$ cat src/rtl/ps2_host_tx_if.sv
// rtl/ps2_host_tx_if.sv - command byte handshake and completion strobes for ps2_host_tx
interface ps2_host_tx_if;
    logic [7:0] tx_data;
    logic       tx_valid;
    logic       tx_ready;
    logic       done;
    logic       err;

    modport master (
        output tx_data,
        output tx_valid,
        input  tx_ready,
        input  done,
        input  err
    );

    modport slave (
        input  tx_data,
        input  tx_valid,
        output tx_ready,
        output done,
        output err
    );
endinterface

$ cat src/rtl/ps2_host_tx.sv
// rtl/ps2_host_tx.sv - PS/2 host-to-device byte transmitter driving open-drain output-enables
module ps2_host_tx #(
    parameter int INHIBIT_CYCLES = 10000,
    parameter int REQ_CYCLES     = 200,
    parameter int TIMEOUT_CYCLES = 2000000
) (
    input  logic         clk,
    input  logic         rst,
    ps2_host_tx_if.slave host,
    input  logic         ps2_clk_in,
    input  logic         ps2_data_in,
    output logic         ps2_clk_oe,
    output logic         ps2_data_oe
);
    localparam int MAX_A = (INHIBIT_CYCLES > REQ_CYCLES) ? INHIBIT_CYCLES : REQ_CYCLES;
    localparam int MAX_P = (MAX_A > TIMEOUT_CYCLES) ? MAX_A : TIMEOUT_CYCLES;
    localparam int CW    = $clog2(MAX_P + 1);

    localparam logic [CW-1:0] INH_LAST = CW'(INHIBIT_CYCLES - 1);
    localparam logic [CW-1:0] REQ_LAST = CW'(REQ_CYCLES - 1);
    localparam logic [CW-1:0] TO_LAST  = CW'(TIMEOUT_CYCLES - 1);
    localparam logic [3:0]    STOP_IDX = 4'd10;

    typedef enum logic [2:0] {
        IDLE,
        INHIBIT,
        REQ,
        SEND,
        ACK,
        RELEASE
    } state_t;

    state_t        state, state_n;
    logic [CW-1:0] cnt, cnt_n, cnt_inc;
    logic [3:0]    bit_cnt, bit_n, bit_inc;
    logic [7:0]    byte_q, byte_n;
    logic [2:0]    clk_s, data_s;
    logic          fall, timeout;
    logic          clk_oe_n, data_oe_n, done_n, err_n;
    logic          done_q, err_q;

    // Index 0 start, 1..8 data LSB first, 9 odd parity, 10 and beyond released (stop).
    function automatic logic frame_bit(input logic [3:0] k, input logic [7:0] d);
        if (k == 4'd0) begin
            return 1'b0;
        end else if (k <= 4'd8) begin
            return d[3'(k - 4'd1)];
        end else if (k == 4'd9) begin
            return ~^d;
        end else begin
            return 1'b1;
        end
    endfunction

    assign fall    = clk_s[2] & ~clk_s[1];
    assign cnt_inc = (cnt == {CW{1'b1}}) ? cnt : cnt + CW'(1);
    assign bit_inc = (bit_cnt == 4'hF) ? bit_cnt : bit_cnt + 4'd1;

    always_ff @(posedge clk or negedge rst) begin
        if (!rst) begin
            clk_s  <= '0;
            data_s <= '0;
        end else begin
            clk_s  <= {clk_s[1:0], ps2_clk_in};
            data_s <= {data_s[1:0], ps2_data_in};
        end
    end

    always_comb begin
        state_n = state;
        cnt_n   = cnt_inc;
        bit_n   = bit_cnt;
        byte_n  = byte_q;
        done_n  = 1'b0;
        err_n   = 1'b0;
        timeout = (cnt == TO_LAST);

        unique case (state)
            IDLE: begin
                cnt_n = '0;
                bit_n = '0;
                if (host.tx_valid) begin
                    byte_n  = host.tx_data;
                    state_n = INHIBIT;
                end
            end
            INHIBIT: begin
                if (cnt == INH_LAST) begin
                    cnt_n   = '0;
                    state_n = REQ;
                end
            end
            REQ: begin
                if (cnt == REQ_LAST) begin
                    cnt_n   = '0;
                    bit_n   = '0;
                    state_n = SEND;
                end
            end
            SEND: begin
                if (timeout) begin
                    err_n   = 1'b1;
                    state_n = IDLE;
                end else if (bit_cnt == STOP_IDX) begin
                    state_n = ACK;
                end else if (fall) begin
                    bit_n = bit_inc;
                end
            end
            ACK: begin
                if (timeout) begin
                    err_n   = 1'b1;
                    state_n = IDLE;
                end else if (fall) begin
                    if (data_s[2]) begin
                        err_n   = 1'b1;
                        state_n = IDLE;
                    end else begin
                        state_n = RELEASE;
                    end
                end
            end
            RELEASE: begin
                if (timeout) begin
                    err_n   = 1'b1;
                    state_n = IDLE;
                end else if (clk_s[2] & data_s[2]) begin
                    done_n  = 1'b1;
                    state_n = IDLE;
                end
            end
            default: begin
                state_n = IDLE;
            end
        endcase

        // Pad enables follow the next state so they change with the state register, glitch-free.
        clk_oe_n  = 1'b0;
        data_oe_n = 1'b0;
        unique case (state_n)
            INHIBIT: clk_oe_n = 1'b1;
            REQ: begin
                clk_oe_n  = 1'b1;
                data_oe_n = 1'b1;
            end
            SEND:    data_oe_n = ~frame_bit(bit_n, byte_n);
            default: data_oe_n = 1'b0;
        endcase
    end

    always_ff @(posedge clk or negedge rst) begin
        if (!rst) begin
            state       <= IDLE;
            cnt         <= '0;
            bit_cnt     <= '0;
            byte_q      <= '0;
            ps2_clk_oe  <= 1'b0;
            ps2_data_oe <= 1'b0;
            done_q      <= 1'b0;
            err_q       <= 1'b0;
        end else begin
            state       <= state_n;
            cnt         <= cnt_n;
            bit_cnt     <= bit_n;
            byte_q      <= byte_n;
            ps2_clk_oe  <= clk_oe_n;
            ps2_data_oe <= data_oe_n;
            done_q      <= done_n;
            err_q       <= err_n;
        end
    end

    assign host.tx_ready = (state == IDLE);
    assign host.done     = done_q;
    assign host.err      = err_q;
endmodule

$ cat src/flat_wrapper.sv
// flat-port wrapper written by rule: the top's interface ports become plain ports
module ps2_host_tx_flat 
#(
    parameter int INHIBIT_CYCLES = 10000,
    parameter int REQ_CYCLES     = 200,
    parameter int TIMEOUT_CYCLES = 2000000
)
  (clk, rst, ps2_clk_in, ps2_data_in, ps2_clk_oe, ps2_data_oe, host_tx_data, host_tx_valid, host_tx_ready, host_done, host_err);
  ps2_host_tx_if host_i ();
  input  logic clk;
  input  logic rst;
  input  logic ps2_clk_in;
  input  logic ps2_data_in;
  output logic ps2_clk_oe;
  output logic ps2_data_oe;
  input wire logic [$bits(host_i.tx_data)-1:0] host_tx_data;
  input wire logic [$bits(host_i.tx_valid)-1:0] host_tx_valid;
  output wire logic [$bits(host_i.tx_ready)-1:0] host_tx_ready;
  output wire logic [$bits(host_i.done)-1:0] host_done;
  output wire logic [$bits(host_i.err)-1:0] host_err;
  assign host_i.tx_data = host_tx_data;
  assign host_i.tx_valid = host_tx_valid;
  assign host_tx_ready = host_i.tx_ready;
  assign host_done = host_i.done;
  assign host_err = host_i.err;
  ps2_host_tx #(.INHIBIT_CYCLES(INHIBIT_CYCLES), .REQ_CYCLES(REQ_CYCLES), .TIMEOUT_CYCLES(TIMEOUT_CYCLES)) u_core (.clk(clk), .rst(rst), .host(host_i), .ps2_clk_in(ps2_clk_in), .ps2_data_in(ps2_data_in), .ps2_clk_oe(ps2_clk_oe), .ps2_data_oe(ps2_data_oe));
endmodule
$ cat config.mk
export PLATFORM = sky130hd
export DESIGN_NAME = ps2_host_tx_flat
export DESIGN_NICKNAME = d
export VERILOG_FILES = /design/src/rtl/ps2_host_tx_if.sv /design/src/rtl/ps2_host_tx.sv /design/src/flat_wrapper.sv
export SDC_FILE = /design/constraint.sdc
export NUM_CORES = 1
export LEC_CHECK = 0
export ABC_CLOCK_PERIOD_IN_PS = 9400
export CAP_MARGIN = 40
export CELL_PAD_IN_SITES_DETAIL_PLACEMENT = 1
export CELL_PAD_IN_SITES_GLOBAL_PLACEMENT = 2
export CORE_UTILIZATION = 42
export CTS_BUF_LIST = sky130_fd_sc_hd__clkbuf_4
export DETAILED_ROUTE_END_ITERATION = 12
export GPL_ROUTABILITY_DRIVEN = 0
export PLACE_DENSITY_LB_ADDON = 0.1
export SYNTH_ARGS = -nofsm -noshare
export SYNTH_HDL_FRONTEND = slang
export SYNTH_SLANG_ARGS = --single-unit
$ cat constraint.sdc
create_clock -name clk -period 9.4 [get_ports clk]
set_clock_uncertainty 0.2 [all_clocks]
set_input_delay 2.35 -clock clk [delete_from_list [all_inputs] [get_ports clk]]
set_output_delay 2.35 -clock clk [all_outputs]
set_load 0.03 [all_outputs]
==> flow_summary.ini, run 1 <==
[clocking]
postCtsResizedCells = 0
htreeDepth = 2
cts_made_buffers = 5
postCtsHoldBufs = 0
path_clk_slew_ps = 140
postCtsSetupRepairBufs = 0
tritoncts = built
worstSkewPairLatency_ps = 360
clock_path_buffers = 2
clock-sinks = 46
clockRootBuffer = clkbuf_4

[yosys]
synth_cells = 298
synth_fp_nets = 316
async_reset_ff_frac = 1.00
synth.area.mux_share = 0.0578
synthTopCellsByCount = dfrtp_1 (46), nor2_1 (38), xnor2_1 (22)
synth_top_cell_area_share = 0.419
yosys.area.top_type = dfrtp_1
syn_area_um2 = 2750
yosys-top-cells-area = dfrtp_1 (42%), xnor2_1 (7.0%), nor2_1 (5.2%)
synth_cell_types = 54
yosysWarnings = 0
synth_edf_count = 0
synth_xor_area_frac = 0.0987
synth_ff_type = dfrtp_1
syn_area_per_cell_um2 = 9.23
synth-compound-area-share = 0.115
synth_most_common_cell = dfrtp_1
synth-simple-area-share = 0.256
synthAdderAreaFrac = 0.0227
synth_top_family_by_area = simple AND/OR/NAND/NOR gates
ys_ff_latch = 46
seq_area_frac_synth = 0.419

[cells_and_area]
final_cell_area_um2 = 3070
areaGrowthSynthToFinish_pct = 11.6
fin_nets = 335
antenna_cells = 0
layout-drive-gt1-share = 0.0723

[timing]
final.setup.tns_ps = 0
finalMaxSlewViolations = 0
finalSetupViolations = 0
maxSlewHeadroom = 0.519
worst_slew_pin_slew_ps = 722
setup_slack_ps = 4790
clock.fmax_mhz = 217
finalCriticalPeriod_ps = 4610
hold_viol = 0
holdWs_ps = 147
min_period_over_period = 0.490
rsz0062_at_grt = false

[worst_setup_path]
crit_path_end = host_tx_ready
crit_chain = inv_1 -> nand2_1 -> nor2_1 -> clkdlybuf4s50_1
cp_num_cells = 4
r2r_end = u_core.ps2_data_oe$_DFF_PN0_
crit_fanout = 10
crit-reg2reg-launch = u_core.bit_cnt[0]$_DFF_PN0_
critPathSlowestCell = clkdlybuf4s50_1
reg2regPathDepth = 15
cp.arrival_ps = 2060
path_delay_family = buffers and inverters
ff2ff_setup_slack_ps = 5160
end_kind = output port
cp.required_ps = 6850
cp-start-kind = register
startpoint = u_core.state[1]$_DFF_PN0_
cpPeakStageDelay_ps = 680
crit_type = register to output port
crit_buf_inv = 2

[global_route]
grt_max_degree = 26
grt_antenna_before_repair = 0
grt_overflow = 0
grt_usage = 0.207
grt_pass1_vias = 2368
grt_pass1_wl_um = 11500

[place]
place_ws_ps = 4600
io_buffers = 17
hpwl_um = 5130
dpl_cell_area_um2 = 3020

[flow_run]
cap_violations = 0

[route]
routed_wl_um = 6750
drtIter0Drc = 55
first_pass_iters = 4
wl_per_cell_um = 17.1
drc = 0
ant_nets = 0
num_vias = 2256
vias_per_cell = 5.71

[floorplanning]
die-area_um2 = 6880
ios = 18
initial_core_util = 0.433
row_count = 29
die_h_um = 82.9
die_x_um = 82.9
core_um2 = 6350

[power_and_ir_drop]
p_leak_uw = 0.00125
power.density_nw_per_um2 = 105
ir_drop_mv = 0.0593

[run_status]
outcome = finished clean

[hold_path]
hold_class = register to register
per-stage QoR:
stage	utilization	instances	total power, uW
4_1_cts	0.484	395	330
2_1_floorplan	-	298	222
5_1_grt	0.484	395	338
3_5_place_dp	0.476	387	236
6_report	0.484	395	323
3_3_place_gp	0.473	386	235
layer usage:
layer	global-route usage	up-vias	routed length, um
li1	-	1095	-
met1	0.261	1125	3050
met2	0.368	30	3470
met3	0.0358	6	166
met4	0.0517	0	63
met5	0	-	0
registers in the layout, indices dropped and copies added, names as in the netlist:
register	flops
u_core.cnt	21
u_core.byte_q	8
u_core.bit_cnt	4
u_core.clk_s	3
u_core.data_s	3
u_core.state	3
u_core.host.done	1
u_core.host.err	1
u_core.ps2_clk_oe	1
u_core.ps2_data_oe	1
power by group:
part | leakage [uW] | switching [uW] | internal (uW) | total (uW)
clock | 0.0000277 | 64.8 | 26.9 | 91.7
combinational | 0.000625 | 13.4 | 14.6 | 28.1
sequential | 0.000595 | 2.35 | 201 | 203
final cells by class:
type | instances | area [um2]
fill | 751 | 3280
clock inverter | 3 | 11.3
inverter | 15 | 56.3
multi-input combinational | 229 | 1520
clock buffer | 5 | 37.5
timing repair buffer | 20 | 200
sequential | 46 | 1150
tap | 77 | 96.3
cell families (layout without fill, tap and decap cells):
group / count (synthesis) / after routing
AND/OR/NAND/NOR: 131 / 131
AO/OA/AOI/OAI: 47 / 47
flip-flops: 46 / 46
XOR/XNOR: 31 / 31
buffers and inverters: 23 / 43
multiplexers: 15 / 15
adder cells (fa/ha/maj): 5 / 5
worst min path at each step:
stage,from,end,slack [ps],cells after the start
2_1_floorplan,u_core.clk_s[0]$_DFF_PN0_,u_core.clk_s[1]$_DFF_PN0_,130,0
3_3_place_gp,u_core.data_s[1]$_DFF_PN0_,u_core.data_s[2]$_DFF_PN0_,130,0
3_5_place_dp,u_core.clk_s[0]$_DFF_PN0_,u_core.clk_s[1]$_DFF_PN0_,140,0
4_1_cts,u_core.clk_s[0]$_DFF_PN0_,u_core.clk_s[1]$_DFF_PN0_,160,0
5_1_grt,u_core.clk_s[0]$_DFF_PN0_,u_core.clk_s[1]$_DFF_PN0_,170,0
6_report,u_core.clk_s[0]$_DFF_PN0_,u_core.clk_s[1]$_DFF_PN0_,150,0
placed cells by master (no fill, tap or decap), types with 3 or more instances in the layout:
cell,count
nand4_1,7
o211ai_1,4
clkdlybuf4s50_1,16
and4_1,3
clkbuf_4,5
nor4_1,4
nand2b_1,3
or3_1,3
nand2_1,21
mux2_2,3
dfrtp_1,46
and3_1,5
nand3b_1,4
mux2i_1,11
nand3_1,18
and2_1,4
clkinv_1,4
xnor2_1,22
nor2_1,38
nor3_1,6
a21oi_1,8
ha_1,5
xor2_1,9
o21ai_0,16
inv_1,14
No activity file was read; power rests on OpenSTA's default activity.
==> run 2, diff against run 1 <==
--- a/config.mk
+++ b/config.mk
@@ -5,11 +5,11 @@
 export SDC_FILE = /design/constraint.sdc
 export NUM_CORES = 1
 export LEC_CHECK = 0
-export ABC_CLOCK_PERIOD_IN_PS = 9400
+export ABC_CLOCK_PERIOD_IN_PS = 4050
 export CAP_MARGIN = 40
 export CELL_PAD_IN_SITES_DETAIL_PLACEMENT = 1
 export CELL_PAD_IN_SITES_GLOBAL_PLACEMENT = 2
-export CORE_UTILIZATION = 42
+export CORE_UTILIZATION = 35
 export CTS_BUF_LIST = sky130_fd_sc_hd__clkbuf_4
 export DETAILED_ROUTE_END_ITERATION = 12
 export GPL_ROUTABILITY_DRIVEN = 0
==> constraint.sdc (replaced) <==
create_clock -name clk -period 4.05 [get_ports clk]
set_clock_uncertainty 0.2 [all_clocks]
set_input_delay 1.0125 -clock clk [delete_from_list [all_inputs] [get_ports clk]]
set_output_delay 1.0125 -clock clk [all_outputs]
set_load 0.03 [all_outputs]
==> run 2 against run 1 <==
Against the previous run:
- power increased to 2.5 times the previous value
- flip-flop and latch count stayed put
- setup slack worse by 4500 ps
- largest power group unchanged
- highest routed layer unchanged
- first-iteration DRC count increased by 29%
- final cell count up 6.1%
==> flow_summary.ini, run 2 (synthesized netlist as in run 1, its figures left out) <==
[place]
hpwl_um = 5440
io_buffers = 17
dpl_cell_area_um2 = 3070

[worst_setup_path]
critPathSlowestCell = dfrtp_2
crit_type = register to register
crit_fanout = 7
cp.required_ps = 4100
end_kind = register
startpoint = u_core.bit_cnt[0]$_DFF_PN0_
crit_chain = clkinv_1 -> ha_1 -> mux2_4 -> a211oi_1 -> o21ai_1 -> o21ai_0 -> inv_1 -> ha_1 -> inv_2 -> mux2i_2 -> mux2i_1 -> nand2_1 -> o21ai_0 -> o41ai_1 -> o31ai_1
crit_buf_inv = 3
path_delay_family = compound AO/OA/AOI/OAI gates
cp.arrival_ps = 3780
ff2ff_setup_slack_ps = 330
cp-start-kind = register
cpPeakStageDelay_ps = 440
crit-reg2reg-launch = u_core.bit_cnt[0]$_DFF_PN0_

[clocking]
clock_path_buffers = 2
worstSkewPairLatency_ps = 360
tritoncts = built
postCtsSetupRepairBufs = 0
htreeDepth = 2
clockRootBuffer = clkbuf_4
cts_made_buffers = 5
clock-sinks = 46
path_clk_slew_ps = 130

[power_and_ir_drop]
power.density_nw_per_um2 = 257
power_uw = 809
p_leak_uw = 0.00127
ir_drop_mv = 0.0967

[timing]
finalMaxSlewViolations = 0
finalCriticalPeriod_ps = 3720
holdWs_ps = 165
hold_viol = 0
maxSlewHeadroom = 0.499
finalSetupViolations = 0
clock.fmax_mhz = 268
min_period_over_period = 0.920
worst_slew_pin_slew_ps = 745

[floorplanning]
core_um2 = 7410
die_x_um = 90.6
initial_core_util = 0.371
ios = 18
row_count = 31
die_h_um = 90.6
die-area_um2 = 8220

[cells_and_area]
antenna_cells = 0
final_cell_area_um2 = 3150
final_cell_mix = dfrtp_1 (45), nor2_1 (38), xnor2_1 (22), nand2_1 (21), nand3_1 (18)
largest_reg_flops = 21
mostFrequentLayoutCell = dfrtp_1
layout-drive-gt1-share = 0.0969
areaGrowthSynthToFinish_pct = 14.5
fin_nets = 338
reg.largest.list = u_core.cnt x21, u_core.byte_q x8, u_core.bit_cnt x4
regMostFlops = u_core.cnt

[global_route]
grt_pass1_vias = 2339
grt_max_degree = 26
grt_overflow = 0
grt_pass1_wl_um = 11900
grt_antenna_before_repair = 0
grt_usage = 0.184

[hold_path]
hold_class = register to register
min-delay-start = u_core.data_s[0]$_DFF_PN0_

[route]
drtIter0Drc = 71
ant_nets = 0
wl_per_cell_um = 16.8
num_vias = 2240
vias_per_cell = 5.35
first_pass_iters = 4
routed_wl_um = 7040
drc = 0

[flow_run]
cap_violations = 0

[run_status]
outcome = finished clean
==> run 2: cell types whose count changed in the layout (fill, tap and decap cells not counted), moves of 2 or more <==
cell and delta:
buf_4 +3, clkinv_1 -2, o21ai_0 -2, o21ai_1 +2
==> run 2: worst register-to-register path, delay by kind of cell, from the launching register on <==
kind / cells / cell delay [ps]
DFF: 1 / 440
buffers and inverters: 3 / 340
and+or+nand+nor: 1 / 100
muxes: 3 / 630
AOI/OAI and AO/OA: 6 / 1270
adders and majority gates: 2 / 640
==> run 2: final cells by class <==
class,instances,area (um2)
fill,884,4260
multi-input combinational,229,1520
sequential,46,1150
timing repair buffer,23,223
tap,99,124
inverter,15,56.3
clock buffer,5,37.5
clock inverter,2,33.8
==> run 2: routing by layer <==
layer | vias to the layer above | GRT usage | part of all wire
li1 | 1098 | - | -
met1 | 1119 | 0.238 | 0.47
met2 | 17 | 0.315 | 0.50
met3 | 6 | 0.0311 | 0.022
met4 | 0 | 0.0511 | 0.010
met5 | - | 0 | 0
==> run 2: through the flow <==
stage / util / worst slack (ps) / TNS [ps] / instances
floorplan: - / 536 / 0 / 298
global placement: 0.412 / 204 / 0 / 411
detailed placement: 0.415 / 144 / 0 / 412
CTS: 0.424 / 121 / 0 / 419
global route: 0.425 / -5.00 / -5.00 / 419
finish: 0.425 / 325 / 0 / 419
==> run 2: what timing repair did <==
action	in CTS	in global routing
gates resized for setup	0	6
endpoints found under the hold margin	0	0
hold buffers	0	0
endpoints found under the setup margin	0	1
==> run 2: where the power goes <==
part / internal (uW) / switching, uW / leakage (uW) / total [uW]
registers: 466 / 5.27 / 0.000594 / 472
logic: 34.2 / 32.1 / 0.000640 / 66.3
clock network: 125 / 147 / 0.0000387 / 272
==> run 2: final timing paths <==
check                                               end  cells after the start
max reg2reg                u_core.ps2_data_oe$_DFF_PN0_                     15
min reg2reg                  u_core.data_s[1]$_DFF_PN0_                      0
max in group asynchronous   u_core.bit_cnt[0]$_DFF_PN0_                      2
min in group asynchronous     u_core.host.err$_DFF_PN0_                      1
min                          u_core.data_s[1]$_DFF_PN0_                      0
max                        u_core.ps2_data_oe$_DFF_PN0_                     15
==> run 3, diff against run 2 <==
--- a/config.mk
+++ b/config.mk
@@ -5,11 +5,11 @@
 export SDC_FILE = /design/constraint.sdc
 export NUM_CORES = 1
 export LEC_CHECK = 0
-export ABC_CLOCK_PERIOD_IN_PS = 4050
+export ABC_CLOCK_PERIOD_IN_PS = 4750
 export CAP_MARGIN = 40
 export CELL_PAD_IN_SITES_DETAIL_PLACEMENT = 1
 export CELL_PAD_IN_SITES_GLOBAL_PLACEMENT = 2
-export CORE_UTILIZATION = 35
+export CORE_UTILIZATION = 42
 export CTS_BUF_LIST = sky130_fd_sc_hd__clkbuf_4
 export DETAILED_ROUTE_END_ITERATION = 12
 export GPL_ROUTABILITY_DRIVEN = 0
@@ -17,3 +17,4 @@
 export SYNTH_ARGS = -nofsm -noshare
 export SYNTH_HDL_FRONTEND = slang
 export SYNTH_SLANG_ARGS = --single-unit
+export TNS_END_PERCENT = 1
==> constraint.sdc (replaced) <==
create_clock -name clk -period 4.75 [get_ports clk]
set_clock_uncertainty 0.2 [all_clocks]
set_input_delay 1.1875 -clock clk [delete_from_list [all_inputs] [get_ports clk]]
set_output_delay 1.1875 -clock clk [all_outputs]
set_load 0.03 [all_outputs]
==> run 3 against run 2 <==
Against the previous run:
- final area fell by 2.1%
- final cell count fell by 5.7%
- combinational power shrank 15%
- setup slack better by 300 ps
- fmax shrank 9.6%
- power down 19%
- via count fell by 1.1%
- first-iteration DRC count fell by 2.8%
- non-clock buffer count decreased by 2
- die area down 16%
- largest cell class unchanged
- largest power group unchanged
- highest routed layer unchanged
==> flow_summary.ini, run 3 (synthesized netlist as in run 1, its figures left out) <==
[run_status]
outcome = finished clean

[route]
wl_met1_um = 3260
wl_per_cell_um = 17.2
drc = 0
routed_wl_um = 6790
route.met3.wl_um = 117
top_layer = met4
first_pass_iters = 4
num_vias = 2216
met2WireLength_um = 3300
ant_nets = 0
vias_per_cell = 5.61
drtIter0Drc = 69

[power_and_ir_drop]
power.density_nw_per_um2 = 212
ir_drop_mv = 0.116
p_leak_uw = 0.00126

[place]
dpl_cell_area_um2 = 3030
place_ws_ps = 652
hpwl_um = 5220
io_buffers = 17
dp.cells = 388

[cells_and_area]
nFillCells = 754
areaGrowthSynthToFinish_pct = 12.1
final_util = 0.485
largest_reg_flops = 21
final_cell_mix = dfrtp_1 (46), nor2_1 (38), xnor2_1 (22), nand2_1 (21), nand3_1 (18)
regMostFlops = u_core.cnt
finalNonFillerCells = 395
fin_nets = 336
mostFrequentLayoutCell = dfrtp_1
reg.largest.list = u_core.cnt x21, u_core.byte_q x8, u_core.bit_cnt x4
antenna_cells = 0
layout-drive-gt1-share = 0.0818
final_cell_area_um2 = 3080

[timing]
finalCriticalPeriod_ps = 4120
rsz0062_at_grt = false
finalSetupViolations = 0
hold_viol = 0
clock.fmax_mhz = 243
maxSlewHeadroom = 0.531
finalMaxSlewViolations = 0
setup_slack_ps = 629
min_period_over_period = 0.868
final.setup.tns_ps = 0
worst_slew_pin_slew_ps = 697

[worst_setup_path]
crit_fanout = 8
crit_type = register to register
cp.arrival_ps = 4180
end_kind = register
cp-start-kind = register
cp.required_ps = 4810

[floorplanning]
row_count = 29
ios = 18
die_x_um = 82.9
die-area_um2 = 6880
die_h_um = 82.9
initial_core_util = 0.433
core_um2 = 6350

[global_route]
grt_usage = 0.212
grt_antenna_before_repair = 0
grt_pass1_wl_um = 11800
grt_pass1_vias = 2403
grt_max_degree = 28
grt_overflow = 0

[clocking]
cts_made_buffers = 5
htreeDepth = 2
postCtsResizedCells = 0
postCtsSetupRepairBufs = 0
path_clk_slew_ps = 140
clock_path_buffers = 2
postCtsHoldBufs = 0
worstSkewPairLatency_ps = 360
clockRootBuffer = clkbuf_4
tritoncts = built
clock-sinks = 46

[hold_path]
hold_class = register to register

[flow_run]
cap_violations = 0
run 3: path summary, 6_finish.rpt:
check	to	cells after the start	from	slack, ps
worst max-delay path	u_core.ps2_data_oe$_DFF_PN0_	14	u_core.bit_cnt[0]$_DFF_PN0_	630
worst min-delay path	u_core.data_s[2]$_DFF_PN0_	0	u_core.data_s[1]$_DFF_PN0_	160
worst max register to register	u_core.ps2_data_oe$_DFF_PN0_	14	u_core.bit_cnt[0]$_DFF_PN0_	630
worst min register to register	u_core.data_s[2]$_DFF_PN0_	0	u_core.data_s[1]$_DFF_PN0_	160
max in group asynchronous	u_core.cnt[10]$_DFF_PN0_	2	rst	3260
min in group asynchronous	u_core.state[0]$_DFF_PN0_	1	rst	560
run 3: final cells by class:
cell class | count | area, um2 | area share
multi-input combinational | 229 | 1520 | 0.492
sequential | 46 | 1150 | 0.374
timing repair buffer | 21 | 208 | 0.0674
tap | 77 | 96.3 | 0.0313
inverter | 15 | 56.3 | 0.0183
clock buffer | 7 | 52.6 | 0.0171
run 3: per-stage QoR:
step | hold WS [ps] | power [uW]
floorplan | 131 | 439
global placement | 132 | 464
detailed placement | 143 | 467
CTS | 173 | 660
global route | 183 | 680
finish | 157 | 652
run 3: where the power goes:
group	internal (uW)	switching, uW	leakage [uW]
logic	29.0	27.4	0.000630
clock network	67.6	126	0.0000322
registers	398	4.42	0.000595
total	494	158	0.00126
run 3: worst max-delay path, stage by stage, from the launching register on:
cell      delay [ps]
dfrtp_1          450
clkinv_1         240
ha_1             310
mux2_4           280
a211oi_1         270
o21ai_0          280
o21ai_0          310
inv_1            100
ha_1             420
inv_1            150
nor4_1           350
mux2i_1          120
o311a_1          190
nor4b_2          240
o31ai_1          110
run 3: routing by layer:
metal | GRT usage | up-vias
met5 | 0 | -
li1 | - | 1099
met4 | 0.0737 | 0
met2 | 0.372 | 21
met1 | 0.267 | 1087
met3 | 0.0268 | 9
